[config.mk]
export PLATFORM = sky130hd
export DESIGN_NAME = cla_adder_pipe
export DESIGN_NICKNAME = d
export VERILOG_FILES = /design/src/rtl/cla_pkg.sv /design/src/rtl/cla_slice4.sv /design/src/rtl/cla_adder_pipe.sv
export SDC_FILE = /design/constraint.sdc
export NUM_CORES = 1
export LEC_CHECK = 0
export CORE_MARGIN = 5
export CORE_UTILIZATION = 57
export DETAILED_ROUTE_END_ITERATION = 6
export GPL_ROUTABILITY_DRIVEN = 0
export PLACE_DENSITY_LB_ADDON = 0.25
export SLEW_MARGIN = 10
export SYNTH_ARGS = -nofsm -noshare
export SYNTH_HDL_FRONTEND = slang
export SYNTH_SLANG_ARGS = --single-unit
export TNS_END_PERCENT = 1
[constraint.sdc]
create_clock -name clk -period 4.56 [get_ports clk]
set_clock_uncertainty 0.15 [all_clocks]
set_input_delay 0.912 -clock clk [delete_from_list [all_inputs] [get_ports clk]]
set_output_delay 0.912 -clock clk [all_outputs]
set_load 0.02 [all_outputs]
[src/rtl/cla_pkg.sv]
// Shared constants, slice P/G type and helpers for the pipelined carry-lookahead adder.
package cla_pkg;

  localparam int CLA_GROUP = 4;

  localparam logic OP_ADD = 1'b0;
  localparam logic OP_SUB = 1'b1;

  typedef struct packed {
    logic p;
    logic g;
  } pg_t;

  function automatic int num_groups(input int width);
    return width / CLA_GROUP;
  endfunction

  // Group propagate/generate of one 4-bit slice; independent of the slice carry-in.
  function automatic pg_t slice_pg(input logic [CLA_GROUP-1:0] a, input logic [CLA_GROUP-1:0] b);
    logic [CLA_GROUP-1:0] gb;
    logic [CLA_GROUP-1:0] pb;
    pg_t                  r;
    gb  = a & b;
    pb  = a ^ b;
    r.p = &pb;
    r.g = gb[3] | (pb[3] & gb[2]) | (pb[3] & pb[2] & gb[1]) | (pb[3] & pb[2] & pb[1] & gb[0]);
    return r;
  endfunction

endpackage

[src/rtl/cla_slice4.sv]
// Combinational 4-bit carry-lookahead slice: sum bits plus group propagate/generate.
module cla_slice4
  import cla_pkg::*;
(
  input  logic [CLA_GROUP-1:0] a,
  input  logic [CLA_GROUP-1:0] b,
  input  logic                 ci,
  output logic [CLA_GROUP-1:0] s,
  output logic                 p,
  output logic                 g
);

  logic [CLA_GROUP-1:0] gb;
  logic [CLA_GROUP-1:0] pb;
  logic [CLA_GROUP-1:0] c;

  assign gb = a & b;
  assign pb = a ^ b;

  assign c[0] = ci;
  assign c[1] = gb[0] | (pb[0] & ci);
  assign c[2] = gb[1] | (pb[1] & gb[0]) | (pb[1] & pb[0] & ci);
  assign c[3] = gb[2] | (pb[2] & gb[1]) | (pb[2] & pb[1] & gb[0]) | (pb[2] & pb[1] & pb[0] & ci);

  assign s = pb ^ c;
  assign p = &pb;
  assign g = gb[3] | (pb[3] & gb[2]) | (pb[3] & pb[2] & gb[1]) | (pb[3] & pb[2] & pb[1] & gb[0]);

endmodule

[src/rtl/cla_adder_pipe.sv]
// Two-stage pipelined carry-lookahead add/subtract unit with valid/ready on both sides.
// Handshake: a beat moves when valid && ready at the same rising edge; the sender holds
// its payload stable while valid && !ready, and in_ready never depends on in_valid.
module cla_adder_pipe
  import cla_pkg::*;
#(
  parameter int WIDTH = 16,
  parameter int GROUP = 4
) (
  input  logic             clk,
  input  logic             rst_n,
  input  logic             in_valid,
  output logic             in_ready,
  input  logic [WIDTH-1:0] a,
  input  logic [WIDTH-1:0] b,
  input  logic             cin,
  input  logic             op_sub,
  output logic             out_valid,
  input  logic             out_ready,
  output logic [WIDTH-1:0] sum,
  output logic             cout,
  output logic             ovf
);

  localparam int NG = num_groups(WIDTH);

  generate
    if (GROUP != CLA_GROUP || (WIDTH % CLA_GROUP) != 0 || WIDTH < 4 || WIDTH > 64) begin : g_bad_params
      $error("cla_adder_pipe: GROUP must be 4 and WIDTH a multiple of 4 in 4..64");
    end
  endgenerate

  logic             s1_valid_q, s1_valid_d;
  logic             s2_valid_q, s2_valid_d;
  logic             s1_load, s2_load;
  logic [WIDTH-1:0] b_eff;
  logic             c_eff;
  pg_t  [NG-1:0]    pg_d, pg1_q;
  logic [WIDTH-1:0] a1_q, b1_q;
  logic             c1_q;
  logic [NG:0]      gc;
  logic [WIDTH-1:0] sum_d, sum_q;
  logic             cout_d, cout_q, ovf_d, ovf_q;
  logic [NG-1:0]    unused_slice_p, unused_slice_g;

  assign s2_load  = s1_valid_q && (!s2_valid_q || out_ready);
  assign in_ready = !s1_valid_q || s2_load;
  assign s1_load  = in_valid && in_ready;

  always_comb begin
    b_eff      = b ^ {WIDTH{op_sub == OP_SUB}};
    c_eff      = (op_sub == OP_SUB) ? 1'b1 : cin;
    pg_d       = '0;
    for (int k = 0; k < NG; k++) begin
      pg_d[k] = slice_pg(a[k*CLA_GROUP +: CLA_GROUP], b_eff[k*CLA_GROUP +: CLA_GROUP]);
    end
    s1_valid_d = s1_load || (s1_valid_q && !s2_load);
    s2_valid_d = s2_load || (s2_valid_q && !out_ready);
  end

  // Each slice carry is a flat sum of products over all lower slices, not a ripple chain.
  always_comb begin
    logic term;
    logic acc;
    term  = 1'b0;
    acc   = 1'b0;
    gc    = '0;
    gc[0] = c1_q;
    for (int k = 0; k < NG; k++) begin
      acc = c1_q;
      for (int m = 0; m <= k; m++) acc = acc & pg1_q[m].p;
      for (int j = 0; j <= k; j++) begin
        term = pg1_q[j].g;
        for (int m = j + 1; m <= k; m++) term = term & pg1_q[m].p;
        acc = acc | term;
      end
      gc[k+1] = acc;
    end
  end

  generate
    for (genvar k = 0; k < NG; k++) begin : g_slice
      cla_slice4 u_slice (
        .a  (a1_q[k*CLA_GROUP +: CLA_GROUP]),
        .b  (b1_q[k*CLA_GROUP +: CLA_GROUP]),
        .ci (gc[k]),
        .s  (sum_d[k*CLA_GROUP +: CLA_GROUP]),
        .p  (unused_slice_p[k]),
        .g  (unused_slice_g[k])
      );
    end
  endgenerate

  // Carry into the MSB is recovered from its sum bit, so no extra per-bit carry is exposed.
  assign cout_d = gc[NG];
  assign ovf_d  = gc[NG] ^ (sum_d[WIDTH-1] ^ a1_q[WIDTH-1] ^ b1_q[WIDTH-1]);

  always_ff @(posedge clk or negedge rst_n) begin
    if (!rst_n) begin
      s1_valid_q <= 1'b0;
      a1_q       <= '0;
      b1_q       <= '0;
      c1_q       <= 1'b0;
      pg1_q      <= '0;
      s2_valid_q <= 1'b0;
      sum_q      <= '0;
      cout_q     <= 1'b0;
      ovf_q      <= 1'b0;
    end else begin
      s1_valid_q <= s1_valid_d;
      s2_valid_q <= s2_valid_d;
      if (s1_load) begin
        a1_q  <= a;
        b1_q  <= b_eff;
        c1_q  <= c_eff;
        pg1_q <= pg_d;
      end
      if (s2_load) begin
        sum_q  <= sum_d;
        cout_q <= cout_d;
        ovf_q  <= ovf_d;
      end
    end
  end

  assign out_valid = s2_valid_q;
  assign sum       = sum_q;
  assign cout      = cout_q;
  assign ovf       = ovf_q;

endmodule

==> results.md <==
- Share of cells above drive strength 1: 18.2%
- Share of synthesized flip-flops with an asynchronous set or reset: 100%
- Wire length of the first global-routing pass: around 11,000 um
- Cell taking the most area after synthesis: sky130_fd_sc_hd__dfrtp_1
- Path depth of the worst reg2reg path: 4
- Count of mapped cells out of synthesis: 270
- Post-Synthesis Cell Area: roughly 3300 um2
- Sort of element at the start of the critical path: input pin
- Post-synth cell types: 28
- Required time reported for the critical path endpoint: 3500 ps
- Number of diodes added for antenna fixing: 0
- First drt pass iteration count: 4
- CTS Root Buffer Type: sky130_fd_sc_hd__clkbuf_8
- Area of the core: roughly 5500 um2
- Setup slack of the critical path after layout: ~1300 ps
- Leakage dissipation: 1.83 nW
- DRC violation total after the first TritonRoute iteration: 86
- Power density normalized to cell area: between 400 and 500 nW/um2
- IO Count: 58
- Max-slew violation total from the final report: 0
- Die Height: between 80 and 90 um
- Largest buffer count on any clock path: 2
- Slowest stage cell on the critical path: sky130_fd_sc_hd__clkdlybuf4s50_1
- Antenna Violating Nets Remaining: 0
- Largest net degree at the start of global routing: just over 60
- Overall overflow remaining after global route: 0
- Clock buffer count from CTS: 9
- Flop and latch count out of synthesis: between 60 and 70
- Clock tree from TritonCTS: done
- Status: completed
- Ordered cell list for the critical path: clkdlybuf4s50_1 -> nand3b_1 -> clkdlybuf4s50_1
- H-Tree Level Count: 3
- Post-synth EDFFs: 0
- Area growth from synthesis to layout: 25.8%
- Setup repair after global routing missed its margin: false
- Drt total wl: a little over 6000 um
- Per-cell routed wire length: 14.9 um
- Hold EP: sum[10]
- Critical Path Most Common Cell: sky130_fd_sc_hd__clkdlybuf4s50_1
- Fin. Hold Viols: 0
- Arrival time at the worst endpoint: 2170 ps
- Dominant register cell in the synthesized netlist: sky130_fd_sc_hd__dfrtp_1
- Share of the yosys chip area belonging to registers: 47.0%
- Total routing usage reported by global routing: a little under a fifth
- Clock slew at the register clock pins of the worst setup and hold paths: roughly 60 ps
- Count of cells resized by post-cts repair: 0
- Avg Inst Size Synth: ~12 um2
- Top cell types by occurrence after synthesis: sky130_fd_sc_hd__dfrtp_1, sky130_fd_sc_hd__mux2_2, sky130_fd_sc_hd__ha_1
- Post-route design area: 4090 um2
- Residual DRC: 0
- Hold Startpoint: sum[10]
- Number of antenna violations at the first check in global routing: 0
- Most instantiated library cell after synthesis: sky130_fd_sc_hd__dfrtp_1
- Vias in the first global route: around 2,300
- Count of input and output buffers: 57
- Worst slack after detailed placement: roughly 1100 ps
- Post-Place Cells: about 390
- Slew at the pin closest to its max-slew limit: 1020 ps
- Maximum clock rate: approximately 310 MHz
- Standard cell area after detailed placement: between 3000 and 4000 um2
- Critical register-to-register path startpoint: c1_q
- Peak supply drop: ~0.00024 V
- Die Width: 85.5 um
- Routed vias: ~2,200
- Critical path's largest stage delay: just over 600 ps
- Start-to-end type of the worst setup path: input pin to output pin
- Sink count of the clock tree: just over 60
- Post-route clock period utilization: a little under three quarters
- Crit path time final: approximately 3200 ps
- Area contributors post-synth: sky130_fd_sc_hd__dfrtp_1, sky130_fd_sc_hd__mux2_2, sky130_fd_sc_hd__ha_1, sky130_fd_sc_hd__xor2_1, sky130_fd_sc_hd__o21ai_0
- Highest net fanout along the worst path: 3
- Post-Syn Nets: 340
- Worst slew margin relative to its limit: between 30% and 40%
- Class of the most critical hold timing path: flip-flop to flip-flop
- Setup violations, final: 0
- Quantity of hold-fixing buffers added after cts: 0
- Filler-free cell count of the finished design: approximately 400
- Post-CTS Setup Bufs: 0
- Overall power after layout: 2.01 mW
- Avg Vias per Cell: approximately 5.4
- Area enclosed by the die boundary: approximately 7300 um2
- Crit path capture type: output pin
- HPWL after detailed placement: approximately 4500 um
- Nets: 400
- Max-cap viol count: 0
- Site Rows: 27
- Latest clock arrival within the worst-skew pair: between 300 and 400 ps
- Initial core utilization: 58.7%
- Proportion of netlist area held by the largest area contributor: between 40% and 50%
- Worst R2R End: sum[12]
- Fin Setup TNS: 0 ps
- Number of synthesis warnings: 0
- Worst hold path cell count: 2
- R2R Setup Slk: 2560 ps
==> per-layer routing <==
metal,vias up,part of all wire (%),track usage (%)
met1,1061,42,21.6
met3,8,4.8,4.03
met4,0,1.4,6.91
met5,-,0,0
li1,1081,-,-
met2,49,52,32.6
==> registers in the layout, indices dropped and copies added (netlist names) <==
signal / flops
a1_q: 16
b1_q: 16
sum: 16
pg1_q: 8
c1_q: 1
cout: 1
out_valid: 1
ovf: 1
s1_valid_q: 1
==> cell usage in the layout (no fill, tap or decap), drive strengths merged <==
cell type	synthesis	final
dfrtp	61	61
nor3	1	1
buf	5	3
clkinv	0	3
inv	1	1
clkdlybuf4s50	0	56
o21ai	27	27
xor2	20	20
fa	4	4
a21o	13	13
o211ai	1	1
mux2	36	36
clkbuf	5	12
nand2b	3	3
bufinv	0	1
a31oi	1	1
nand2	25	25
nand3b	1	1
o41ai	1	1
nor2	3	3
a211oi	2	2
ha	28	28
xnor2	13	13
nand4	4	4
a21oi	11	11
o21bai	3	3
or3	1	1
==> worst max-delay path by stage <==
| stage | startpoint | to | slack, ps | cells past startpoint |
|---|---|---|---|---|
| 2_1_floorplan | op_sub | pg1_q[2] | 1960 | 8 |
| 3_3_place_gp | op_sub | pg1_q[0] | 1210 | 7 |
| 3_5_place_dp | op_sub | pg1_q[0] | 1110 | 7 |
| 4_1_cts | out_ready | in_ready | 1330 | 3 |
| 5_1_grt | out_ready | in_ready | 1290 | 3 |
| 6_report | out_ready | in_ready | 1330 | 3 |
==> cell type report <==
class                   count  area, um2
clock buffers              12        165
clock inverters             4       45.0
fillers                   390       1450
inverters                   1       3.75
multi-input cells         198       1680
flip-flops and latches     61       1530
well taps                  72       90.1
repair buffers             59        581
==> cell families after synthesis <==
group / Yosys count / synth area share (%)
AOI/OAI and AO/OA: 59 / 11.7
xor gates and xnor gates: 33 / 8.89
adders and majority gates: 32 / 13.2
buffers and inverters: 11 / 1.46
DFF: 61 / 47.0
muxes: 36 / 12.5
and+or+nand+nor: 38 / 5.24
==> report_power, final <==
| group | switching (mW) | internal, mW | total (mW) |
|---|---|---|---|
| Sequential | 0.0896 | 0.680 | 0.769 |
| Combinational | 0.347 | 0.388 | 0.735 |
| Clock | 0.207 | 0.294 | 0.502 |
| Total | 0.644 | 1.36 | 2.01 |
==> critical path, delay by kind of cell <==
family                 cells  cell delay (ps)
AND/OR/NAND/NOR            1              160
buffers and inverters      2             1090
==> per-stage QoR <==
stage               hold WS, ps  utilization, %
finish                      327            73.8
floorplan                   296               -
global placement            311            70.0
detailed placement          319            70.0
global route                358            73.8
CTS                         334            73.8
(Power assumes the default switching activity.)
